**src/rtl/shift_pkg.sv**
```systemverilog
// Shared types and line-level constants for the framed serial transmitter.
package shift_pkg;

  // Frame sequencer states, in the order they occur on the line.
  typedef enum logic [2:0] {
    IDLE   = 3'd0,
    START  = 3'd1,
    DATA   = 3'd2,
    PARITY = 3'd3,
    STOP   = 3'd4
  } state_t;

  // Level of the serial line between frames (and of the stop bit).
  localparam logic LINE_IDLE = 1'b1;
  // Level of the start bit that opens every frame.
  localparam logic START_BIT = 1'b0;

endpackage

```
**src/rtl/bit_tick_gen.sv**
```systemverilog
// Bit-period divider: counts 0..DIV-1 while enabled and flags the last cycle
// of each serial bit, which is where the sequencer advances.
module bit_tick_gen #(
  parameter int DIV = 4
) (
  input  logic clk,
  input  logic rst,
  input  logic i_clear,
  input  logic i_en,
  output logic o_tick
);

  // A 1-bit counter is kept even for DIV=1 so the compare stays legal.
  localparam int CW = (DIV > 1) ? $clog2(DIV) : 1;
  localparam logic [CW-1:0] LAST = CW'(DIV - 1);

  logic [CW-1:0] r_count;

  // Divider count: clear has priority, otherwise wrap at DIV-1 while enabled.
  always_ff @(posedge clk or posedge rst) begin
    if (rst) begin
      r_count <= '0;
    end else if (i_clear) begin
      r_count <= '0;
    end else if (i_en) begin
      if (r_count == LAST) begin
        r_count <= '0;
      end else begin
        r_count <= r_count + CW'(1);
      end
    end else begin
      r_count <= r_count;
    end
  end

  // Boundary tick is high for exactly one cycle per bit period.
  assign o_tick = i_en && (r_count == LAST);

endmodule

```
**src/rtl/piso_frame_ctrl.sv**
```systemverilog
// Framed serial transmitter: takes a word over valid/ready, then drives
// start bit, data bits (LSB- or MSB-first), optional even parity and a stop
// bit onto a registered serial line, each bit held for DIV clocks.
module piso_frame_ctrl #(
  parameter int DATA_W    = 8,
  parameter int DIV       = 4,
  parameter int MSB_FIRST = 0,
  parameter int PARITY_EN = 1
) (
  input  logic              clk,
  input  logic              rst,
  input  logic [DATA_W-1:0] in_data,
  input  logic              in_valid,
  output logic              in_ready,
  input  logic              abort,
  output logic              serial_out,
  output logic              busy,
  output logic              done
);

  import shift_pkg::*;

  localparam int CNT_W = $clog2(DATA_W + 1);
  localparam logic [CNT_W-1:0] LAST_BIT = CNT_W'(DATA_W - 1);

  state_t            r_state, w_state_next;
  logic [DATA_W-1:0] r_shreg, w_shreg_next;
  logic [CNT_W-1:0]  r_bit_cnt, w_bit_cnt_next;
  logic              r_parity, w_parity_next;
  logic              r_line, w_line_next;
  logic              r_done, w_done_next;
  logic              w_accept;
  logic              w_busy;
  logic              w_tick;
  logic              w_div_clear;

  // Even parity over the captured word.
  function automatic logic even_parity(input logic [DATA_W-1:0] v);
    even_parity = ^v;
  endfunction

  // Move the next data bit into the output position.
  function automatic logic [DATA_W-1:0] shift_once(input logic [DATA_W-1:0] v);
    if (MSB_FIRST != 0) begin
      shift_once = v << 1'b1;
    end else begin
      shift_once = v >> 1'b1;
    end
  endfunction

  // Bit currently at the output end of the shift register.
  function automatic logic out_bit(input logic [DATA_W-1:0] v);
    if (MSB_FIRST != 0) begin
      out_bit = v[DATA_W-1];
    end else begin
      out_bit = v[0];
    end
  endfunction

  assign w_busy      = (r_state != IDLE);
  assign in_ready    = (r_state == IDLE) && !abort;
  assign w_accept    = in_valid && in_ready;
  // Divider restarts on every new frame, on abort, and is parked while idle.
  assign w_div_clear = w_accept || abort || !w_busy;

  bit_tick_gen #(
    .DIV (DIV)
  ) u_tick (
    .clk     (clk),
    .rst     (rst),
    .i_clear (w_div_clear),
    .i_en    (w_busy),
    .o_tick  (w_tick)
  );

  // Next-state, datapath update and next line level for the frame sequencer.
  always_comb begin
    w_state_next   = r_state;
    w_shreg_next   = r_shreg;
    w_bit_cnt_next = r_bit_cnt;
    w_parity_next  = r_parity;
    w_done_next    = 1'b0;
    w_line_next    = LINE_IDLE;

    if (abort && w_busy) begin
      w_state_next   = IDLE;
      w_bit_cnt_next = '0;
    end else begin
      case (r_state)
        IDLE: begin
          if (w_accept) begin
            w_shreg_next   = in_data;
            w_parity_next  = even_parity(in_data);
            w_bit_cnt_next = '0;
            w_state_next   = START;
          end else begin
            w_state_next   = IDLE;
          end
        end
        START: begin
          if (w_tick) begin
            w_state_next = DATA;
          end else begin
            w_state_next = START;
          end
        end
        DATA: begin
          if (w_tick) begin
            w_shreg_next   = shift_once(r_shreg);
            w_bit_cnt_next = r_bit_cnt + CNT_W'(1);
            if (r_bit_cnt == LAST_BIT) begin
              w_state_next = (PARITY_EN != 0) ? PARITY : STOP;
            end else begin
              w_state_next = DATA;
            end
          end else begin
            w_state_next = DATA;
          end
        end
        PARITY: begin
          if (w_tick) begin
            w_state_next = STOP;
          end else begin
            w_state_next = PARITY;
          end
        end
        STOP: begin
          if (w_tick) begin
            w_state_next = IDLE;
            w_done_next  = 1'b1;
          end else begin
            w_state_next = STOP;
          end
        end
        default: begin
          w_state_next = IDLE;
        end
      endcase
    end

    // Line level is chosen from the state being entered so the registered
    // output shows that state's bit from its very first cycle.
    case (w_state_next)
      START:   w_line_next = START_BIT;
      DATA:    w_line_next = out_bit(w_shreg_next);
      PARITY:  w_line_next = w_parity_next;
      default: w_line_next = LINE_IDLE;
    endcase
  end

  // Sequencer state, shift register, counters and registered outputs.
  always_ff @(posedge clk or posedge rst) begin
    if (rst) begin
      r_state   <= IDLE;
      r_shreg   <= '0;
      r_bit_cnt <= '0;
      r_parity  <= 1'b0;
      r_line    <= LINE_IDLE;
      r_done    <= 1'b0;
    end else begin
      r_state   <= w_state_next;
      r_shreg   <= w_shreg_next;
      r_bit_cnt <= w_bit_cnt_next;
      r_parity  <= w_parity_next;
      r_line    <= w_line_next;
      r_done    <= w_done_next;
    end
  end

  assign serial_out = r_line;
  assign busy       = w_busy;
  assign done       = r_done;

endmodule
```
**config.mk**
```make
export PLATFORM = sky130hd
export DESIGN_NAME = piso_frame_ctrl
export DESIGN_NICKNAME = d
export VERILOG_FILES = /design/src/rtl/shift_pkg.sv /design/src/rtl/bit_tick_gen.sv /design/src/rtl/piso_frame_ctrl.sv
export SDC_FILE = /design/constraint.sdc
export NUM_CORES = 1
export LEC_CHECK = 0
export BUFFER_PORTS_ARGS = -buffer_cell sky130_fd_sc_hd__buf_2
export CAP_MARGIN = 20
export CORE_MARGIN = 4
export CORE_UTILIZATION = 30
export DETAILED_ROUTE_END_ITERATION = 16
export GPL_ROUTABILITY_DRIVEN = 0
export PLACE_DENSITY_LB_ADDON = 0.12
export SLEW_MARGIN = 20
export SYNTH_ARGS = -nofsm -noshare
export SYNTH_HDL_FRONTEND = slang
export SYNTH_SLANG_ARGS = --single-unit
```
**constraint.sdc**
```tcl
create_clock -name clk -period 2.19 [get_ports clk]
set_input_delay 0.1095 -clock clk [delete_from_list [all_inputs] [get_ports clk]]
set_output_delay 0.1095 -clock clk [all_outputs]
set_load 0.02 [all_outputs]
```
==> results of run 1 <==
per-stage QoR:
stage / area [sq um] / cells / worst slack [ns] / util (%) / hold slack, ns
2_1_floorplan: 1080 / 107 / 0.516 / - / 0.0726
3_3_place_gp: 1180 / 163 / 0.308 / 34.7 / 0.294
3_5_place_dp: 1180 / 163 / 0.237 / 34.7 / 0.304
4_1_cts: 1240 / 168 / 0.193 / 36.5 / 0.0331
5_1_grt: 1240 / 168 / 0.00235 / 36.5 / 0.0260
6_report: 1240 / 168 / 0.215 / 36.5 / 0.0408
state kept, by name (all words and copies together), names as in the netlist:
signal	flops
u_tick.r_count	2
r_bit_cnt	4
r_parity	1
serial_out	1
r_state	3
r_shreg	8
done	1
critical path: cells and delay by family, from the launching register on:
| kind | cells | cell delay, ns |
|---|---|---|
| DFF | 1 | 0.37 |
| and+or+nand+nor | 3 | 1.04 |
| adders and majority gates | 1 | 0.28 |
| AOI/OAI and AO/OA | 1 | 0.22 |
cell families after synthesis:
kind of cell / Yosys count
AO/OA/AOI/OAI: 27
XOR/XNOR: 8
adder cells (fa/ha/maj): 2
buffers and inverters: 12
flip-flops: 20
multiplexers: 1
AND/OR/NAND/NOR: 37
worst max-delay path by stage:
stage	slack, ns	cells after the start	end
after floorplan	0.52	6	serial_out$_DFF_PP1_
after global routing	0.002	5	serial_out$_DFF_PP1_
after global placement	0.31	5	serial_out$_DFF_PP1_
after CTS	0.19	5	serial_out$_DFF_PP1_
after detailed placement	0.24	5	serial_out$_DFF_PP1_
final	0.22	5	serial_out$_DFF_PP1_
layer usage:
metal  track usage (%)  up-vias
li1                  -      417
met1              15.8      401
met2              17.5       18
met3              2.63        4
met4              7.20        0
met5                 0        -
area by class of cell:
class	instances	area [sq um]	share of cell area, %
multi-input cells	75	508	41.0
flip-flops and latches	20	502	40.5
repair buffers	18	100	8.08
well taps	46	57.6	4.65
clock inverters	1	30.0	2.42
clock buffers	3	22.5	1.82
inverters	5	18.8	1.52
placed cells by master (no fill, tap or decap), types with 2 or more instances in the layout:
cell type,Yosys,final
buf_2,2,15
a22oi_1,6,6
buf_4,3,2
nor3b_1,3,3
clkbuf_4,0,3
nand2_1,10,10
o21ai_0,7,7
nor3_1,3,3
ha_1,2,2
nor2_1,6,6
dfrtp_1,19,19
a22o_1,2,2
and4b_1,2,2
nor2b_1,3,3
inv_1,5,5
o21ai_1,3,3
nand3_1,2,2
a32oi_1,3,3
xnor2_1,7,7
a32o_1,3,3
report_power, final:
part | switching, W | internal (W) | total, W
logic | 0.000178 | 0.000126 | 0.000304
registers | 0.0000542 | 0.000447 | 0.000502
clock network | 0.000126 | 0.000185 | 0.000311
total | 0.000358 | 0.000758 | 0.00112
what timing repair did:
item / in CTS / in global routing
hold buffers: 1 / 0
endpoints found under the setup margin: 0 / 0
endpoints found under the hold margin: 19 / 0
buffers inserted: 0 / 0
==> metrics.md, run 1 <==
| Metric | Value |
|---|---|
| Status | `completed` |
| Worst Max-Slew Pin Slew | `0.775 ns` |
| Global-route wire length before repair | `3950 um` |
| Synth warn | `0` |
| Worst path cell trace | `ha_1 > nor4bb_1 > and4b_1 > nor3_1 > a32oi_1` |
| Synth Cell Area | `0.00108 sq mm` |
| I/O pins | `16` |
| RSZ-0062 raised after global routing | `no` |
| HP Start | `in_data[7]` |
| Rel. slew slack | `48.3%` |
| Slowest cell on the critical path | `nor4bb_1` |
| WL met3 | `103 um` |
| Post-synth EDFFs | `0` |
| Port Buf Inserts | `15` |
| M1 WL | `1140 um` |
| CTS tree | `built` |
| Max incr delay on CP | `0.63 ns` |
| Antenna viol nets, final | `0` |
| Cts bufs inserted | `3` |
| First-pass detailed-route iteration total | `4` |
| Initial Util | `31.7%` |
| Setup crit end kind | `flop` |
| Most common library cells after synthesis | `19 x dfrtp_1, 10 x nand2_1, 7 x o21ai_0, 7 x xnor2_1` |
| Top routing layer used | `met4` |
| Ys async rst share | `100%` |
| Pwr dens | `901 mW/mm^2` |
| Top-count cell post-synth | `dfrtp_1` |
| Largest family of logic cells by synthesized area | `simple AND/OR/NAND/NOR gates` |
| Synth Flop Type | `dfrtp_1` |
| CTS HTree Levels | `1` |
| Max Transition Viols Final | `0` |
| Final period util | `90.2%` |
| Clock Pin Slew Worst Setup and Hold Paths | `0.13 ns` |
| Worst R2R Start | `u_tick.r_count[0]$_DFFE_PP0P_` |
| Die X | `67.9 um` |
| Share of the synthesized area in the top cell type | `44.2%` |
| Worst skew pair latency | `0.31 ns` |
| Setup TNS Final | `0 ns` |
| Hold path depth | `2` |
| GRT Total Usage | `11.9%` |
| Final hold vios | `0` |
| Clk buf depth | `2` |
| Post-DP HPWL | `1690 um` |
| Met2 wire length | `1060 um` |
| RR Endpoint | `serial_out$_DFF_PP1_` |
| Area contributors post-synth | `dfrtp_1 44%, xnor2_1 5.7%, a22oi_1 4.2%` |
| Die area | `0.00461 sq mm` |
| Syn Inst Count | `107` |
| Reg2Reg Setup Slack | `0.22 ns` |
| Setup violators final | `0` |
| Mux share of post-synthesis cell area | `0.930%` |
| Startpoint types | `flop` |
| Crit path launch | `u_tick.r_count[0]$_DFFE_PP0P_` |
| Sequential cell area fraction in the yosys report | `46.6%` |
| Post-synthesis compound-gate area fraction | `17.7%` |
| Row cnt | `21` |
| Via count of the first global-routing pass | `829` |
| R2R depth | `5` |
| Maxcap violations | `0` |
| Share of cells above drive strength 1 | `19.7%` |
| Post-synthesis simple-gate area fraction | `19.8%` |
| VDD IR-drop max | `263 uV` |
| Critical path required time | `2.43 ns` |
| Synth Area in Adders | `2.33%` |
| NumNets Final | `137` |
| Root Driver | `clkbuf_4` |
| Hold Crit Class | `primary input to flop` |
| Syn Nets | `121` |
| Post-Syn Area per Cell | `10.1 sq um` |
| Area delta synth->final | `15.1%` |
| Setup CP Type | `flop to flop` |
| Yosys reg bits | `20` |
| Drt drc | `0` |
| Overall Power | `0.00112 W` |
| Worst Path Max Fanout | `8` |
| Die height | `67.9 um` |
| Violation count after the first detailed-routing iteration | `44` |
| Post-CTS resize count | `0` |
| Yosys top cell by area | `dfrtp_1` |
| DRT Wirelength | `2330 um` |
| Leak | `0.544 nW` |
| Xor and xnor area share after synthesis | `6.51%` |
| ANT cells | `0` |
| Initial antenna violation count | `0` |
| Setup Skew | `0.00697 ns` |
| # fillers | `340` |
| Num Clock Sinks | `20` |
| Synth unique cells | `35` |
| Minimum clock period | `1.97 ns` |
| Via count | `840` |
| Critical path data arrival time | `2.22 ns` |
| Grt ovf | `0` |
| Wire per inst | `13.9 um` |
| Fmax | `506 MHz` |
| Core region area | `0.00339 sq mm` |
| Worst Hold End | `r_shreg[7]$_DFFE_PP0P_` |
| Via/cell ratio | `5.00` |
| Largest net degree at the start of global routing | `21` |
(Power assumes the default switching activity.)
==> run 2: changes to the inputs <==
--- a/config.mk
+++ b/config.mk
@@ -12,6 +12,7 @@
 export DETAILED_ROUTE_END_ITERATION = 16
 export GPL_ROUTABILITY_DRIVEN = 0
 export PLACE_DENSITY_LB_ADDON = 0.12
+export RECOVER_POWER = 100
 export SLEW_MARGIN = 20
 export SYNTH_ARGS = -nofsm -noshare
 export SYNTH_HDL_FRONTEND = slang
==> run 2 against run 1 <==
- sequential cell count stayed put
- non-clock buffer count stayed put
- count of clock-buffer cells in the layout stayed put
- maximum frequency is 0.51% higher
- sequential power hardly changed
- sequential share of layout area is 0.41 points higher
- worst hold slack worse by 0.0023 ns
- power is 0.88% lower
- first-iteration DRC count is 20% lower
- via count is 1.5% higher
- largest cell class unchanged
- highest routed layer unchanged
==> metrics.md, run 2 (synthesized netlist as in run 1, its figures left out) <==
| Metric | Value |
|---|---|
| Wire per inst | `13.7 um (-1.1%)` |
| I/O pins | `16 (unchanged)` |
| Most common cell after layout, fill and taps aside | `dfrtp_1` |
| Drt drc | `0 (unchanged)` |
| Initial Util | `31.7% (unchanged)` |
| Die height | `67.9 um (unchanged)` |
| VDD IR-drop max | `265 uV (+0.82%)` |
| Clk pwr share | `28.3% (+0.4 points)` |
| GRT Total Usage | `11.9% (unchanged)` |
| Row cnt | `21 (unchanged)` |
| Critical path required time | `2.44 ns (about the same)` |
| RSZ-0062 raised after global routing | `no` |
| Switching power of the nets | `0.000358 W (about the same)` |
| Max Transition Viols Final | `0 (unchanged)` |
| Port Buf Inserts | `15 (unchanged)` |
| Biggest regs | `r_shreg: 8 flops, r_bit_cnt: 4 flops, r_state: 3 flops` |
| Final hold vios | `0 (unchanged)` |
| Violation count after the first detailed-routing iteration | `35 (-20%)` |
| Critical path data arrival time | `2.21 ns (about the same)` |
| Final period util | `89.7% (-0.46 points)` |
| Via count | `853 (+1.5%)` |
| Setup TNS Final | `0 ns (unchanged)` |
| Grt ovf | `0 (unchanged)` |
| Setup violators final | `0 (unchanged)` |
| Rel. slew slack | `47.8% (-0.46 points)` |
| Area delta synth->final | `14.0%` |
| # fillers | `345 (+1.5%)` |
| Clock Pin Slew Worst Setup and Hold Paths | `0.13 ns (about the same)` |
| Most flops, register | `r_shreg` |
| CTS tree | `built` |
| Commonest non-fill, non-tap cells in the layout | `19 x dfrtp_1, 11 x buf_2, 10 x nand2_1` |
| DRT Wirelength | `2310 um (-1.1%)` |
| Layout Cells excl Fill | `168 (unchanged)` |
| Worst skew pair latency | `0.31 ns (about the same)` |
| Worst Path Max Fanout | `8 (unchanged)` |
| Share of cells above drive strength 1 | `15.6% (-4.1 points)` |
| Status | `completed` |
| Initial antenna violation count | `0 (unchanged)` |
| Util after Layout | `36.2% (-0.37 points)` |
| Sw Share | `32.4% (+0.30 points)` |
| First-pass detailed-route iteration total | `4 (unchanged)` |
| Setup CP Type | `flop to flop` |
| Placed Instances | `163 (unchanged)` |
| Antenna viol nets, final | `0 (unchanged)` |
| Num Clock Sinks | `20 (unchanged)` |
| Post-CTS resize count | `0 (unchanged)` |
| Worst Max-Slew Pin Slew | `0.782 ns (+0.00693 ns)` |
| Startpoint types | `flop` |
| Postcts setup bufs | `0 (unchanged)` |
| Maxcap violations | `0 (unchanged)` |
| Pint | `0.000748 W (-1.3%)` |
| Via count of the first global-routing pass | `829 (unchanged)` |
| Comb power frac | `26.4% (-0.8 points)` |
| ANT cells | `0 (unchanged)` |
| Leak | `0.529 nW (-2.7%)` |
| Hold Crit Class | `primary input to flop` |
| Post-DP HPWL | `1690 um (unchanged)` |
| CTS HTree Levels | `1 (unchanged)` |
| Cts bufs inserted | `3 (unchanged)` |
| Fmax | `509 MHz (+0.51%)` |
| Setup Skew | `0.00869 ns (+0.00171 ns)` |
| Die X | `67.9 um (unchanged)` |
| NumNets Final | `137 (unchanged)` |
| Via/cell ratio | `5.08 (+1.5%)` |
| Core region area | `0.00339 sq mm (unchanged)` |
| Hold buffers post-CTS | `1 (unchanged)` |
| Die area | `0.00461 sq mm (unchanged)` |
| Max reg flops | `8 (unchanged)` |
| Minimum clock period | `1.96 ns (-0.0100 ns)` |
| Setup crit end kind | `flop` |
| Global-route wire length before repair | `3950 um (unchanged)` |
| Pwr dens | `903 mW/mm^2 (+0.13%)` |
| Register share of total power | `45.3% (+0.4 points)` |
| Largest net degree at the start of global routing | `21 (unchanged)` |
| Cell Area, Placed | `0.00118 sq mm (unchanged)` |
| Root Driver | `clkbuf_4` |
| Post-route cell area | `0.00123 sq mm (-1.0%)` |
| Clk buf depth | `2 (unchanged)` |
## run 2: changes by cell type in the layout (fill, tap and decap cells not counted), sizes merged
cell / before / now
clkbuf: 3 / 8
buf: 17 / 12
## run 2: final cells by class
type                            count  area (sq um)  area share, %
Sequential cell                    20           502           40.9
Multi-Input combinational cell     75           503           41.0
Clock buffer                        3          22.5           1.84
Timing Repair Buffer               18          92.6           7.55
Clock inverter                      1          30.0           2.45
Inverter                            5          18.8           1.53
Tap cell                           46          57.6           4.69
## run 2: through the flow
stage	setup WS [ns]	total power [W]	hold slack, ns
after floorplan	0.516	0.000741	0.0726
after global placement	0.308	0.000810	0.294
after detailed placement	0.237	0.000811	0.304
after CTS	0.193	0.00113	0.0331
after global routing	0.0126	0.00118	0.0260
final	0.225	0.00111	0.0385
## run 2: power groups by stage
| stage | sequential, W | combinational (W) | clock, W |
|---|---|---|---|
| after floorplan | 0.000493 | 0.000248 | 0 |
| after global placement | 0.000508 | 0.000302 | 0 |
| after detailed placement | 0.000508 | 0.000303 | 0 |
| after CTS | 0.000500 | 0.000306 | 0.000323 |
| after global routing | 0.000510 | 0.000328 | 0.000342 |
| final | 0.000501 | 0.000293 | 0.000313 |
## run 2: critical path, cell delays in order, from the launching register on
cell,delay (ns)
dfrtp_1,0.37
ha_1,0.28
nor4bb_1,0.63
and4b_1,0.34
nor3_1,0.07
a32oi_1,0.22
## run 2: worst paths after layout
| kind | startpoint | to | slack [ns] | depth (start not counted) |
|---|---|---|---|---|
| max | u_tick.r_count[0]$_DFFE_PP0P_ | serial_out$_DFF_PP1_ | 0.23 | 5 |
| min | in_data[7] | r_shreg[7]$_DFFE_PP0P_ | 0.04 | 2 |
| max reg2reg | u_tick.r_count[0]$_DFFE_PP0P_ | serial_out$_DFF_PP1_ | 0.23 | 5 |
| min reg2reg | u_tick.r_count[0]$_DFFE_PP0P_ | u_tick.r_count[0]$_DFFE_PP0P_ | 0.45 | 1 |
| max in group asynchronous | rst | r_state[0]$_DFF_PP0_ | 1.24 | 3 |
| min in group asynchronous | rst | r_bit_cnt[3]$_DFFE_PP0P_ | 0.46 | 3 |
## run 2: per-layer routing
layer	share of wire [%]	global-route usage (%)	wire length, um	vias up
met5	0	0	0	-
met4	1.6	7.20	37	0
met3	4.6	2.63	107	4
met2	46	17.5	1060	17
met1	48	15.8	1110	414
li1	-	-	-	418
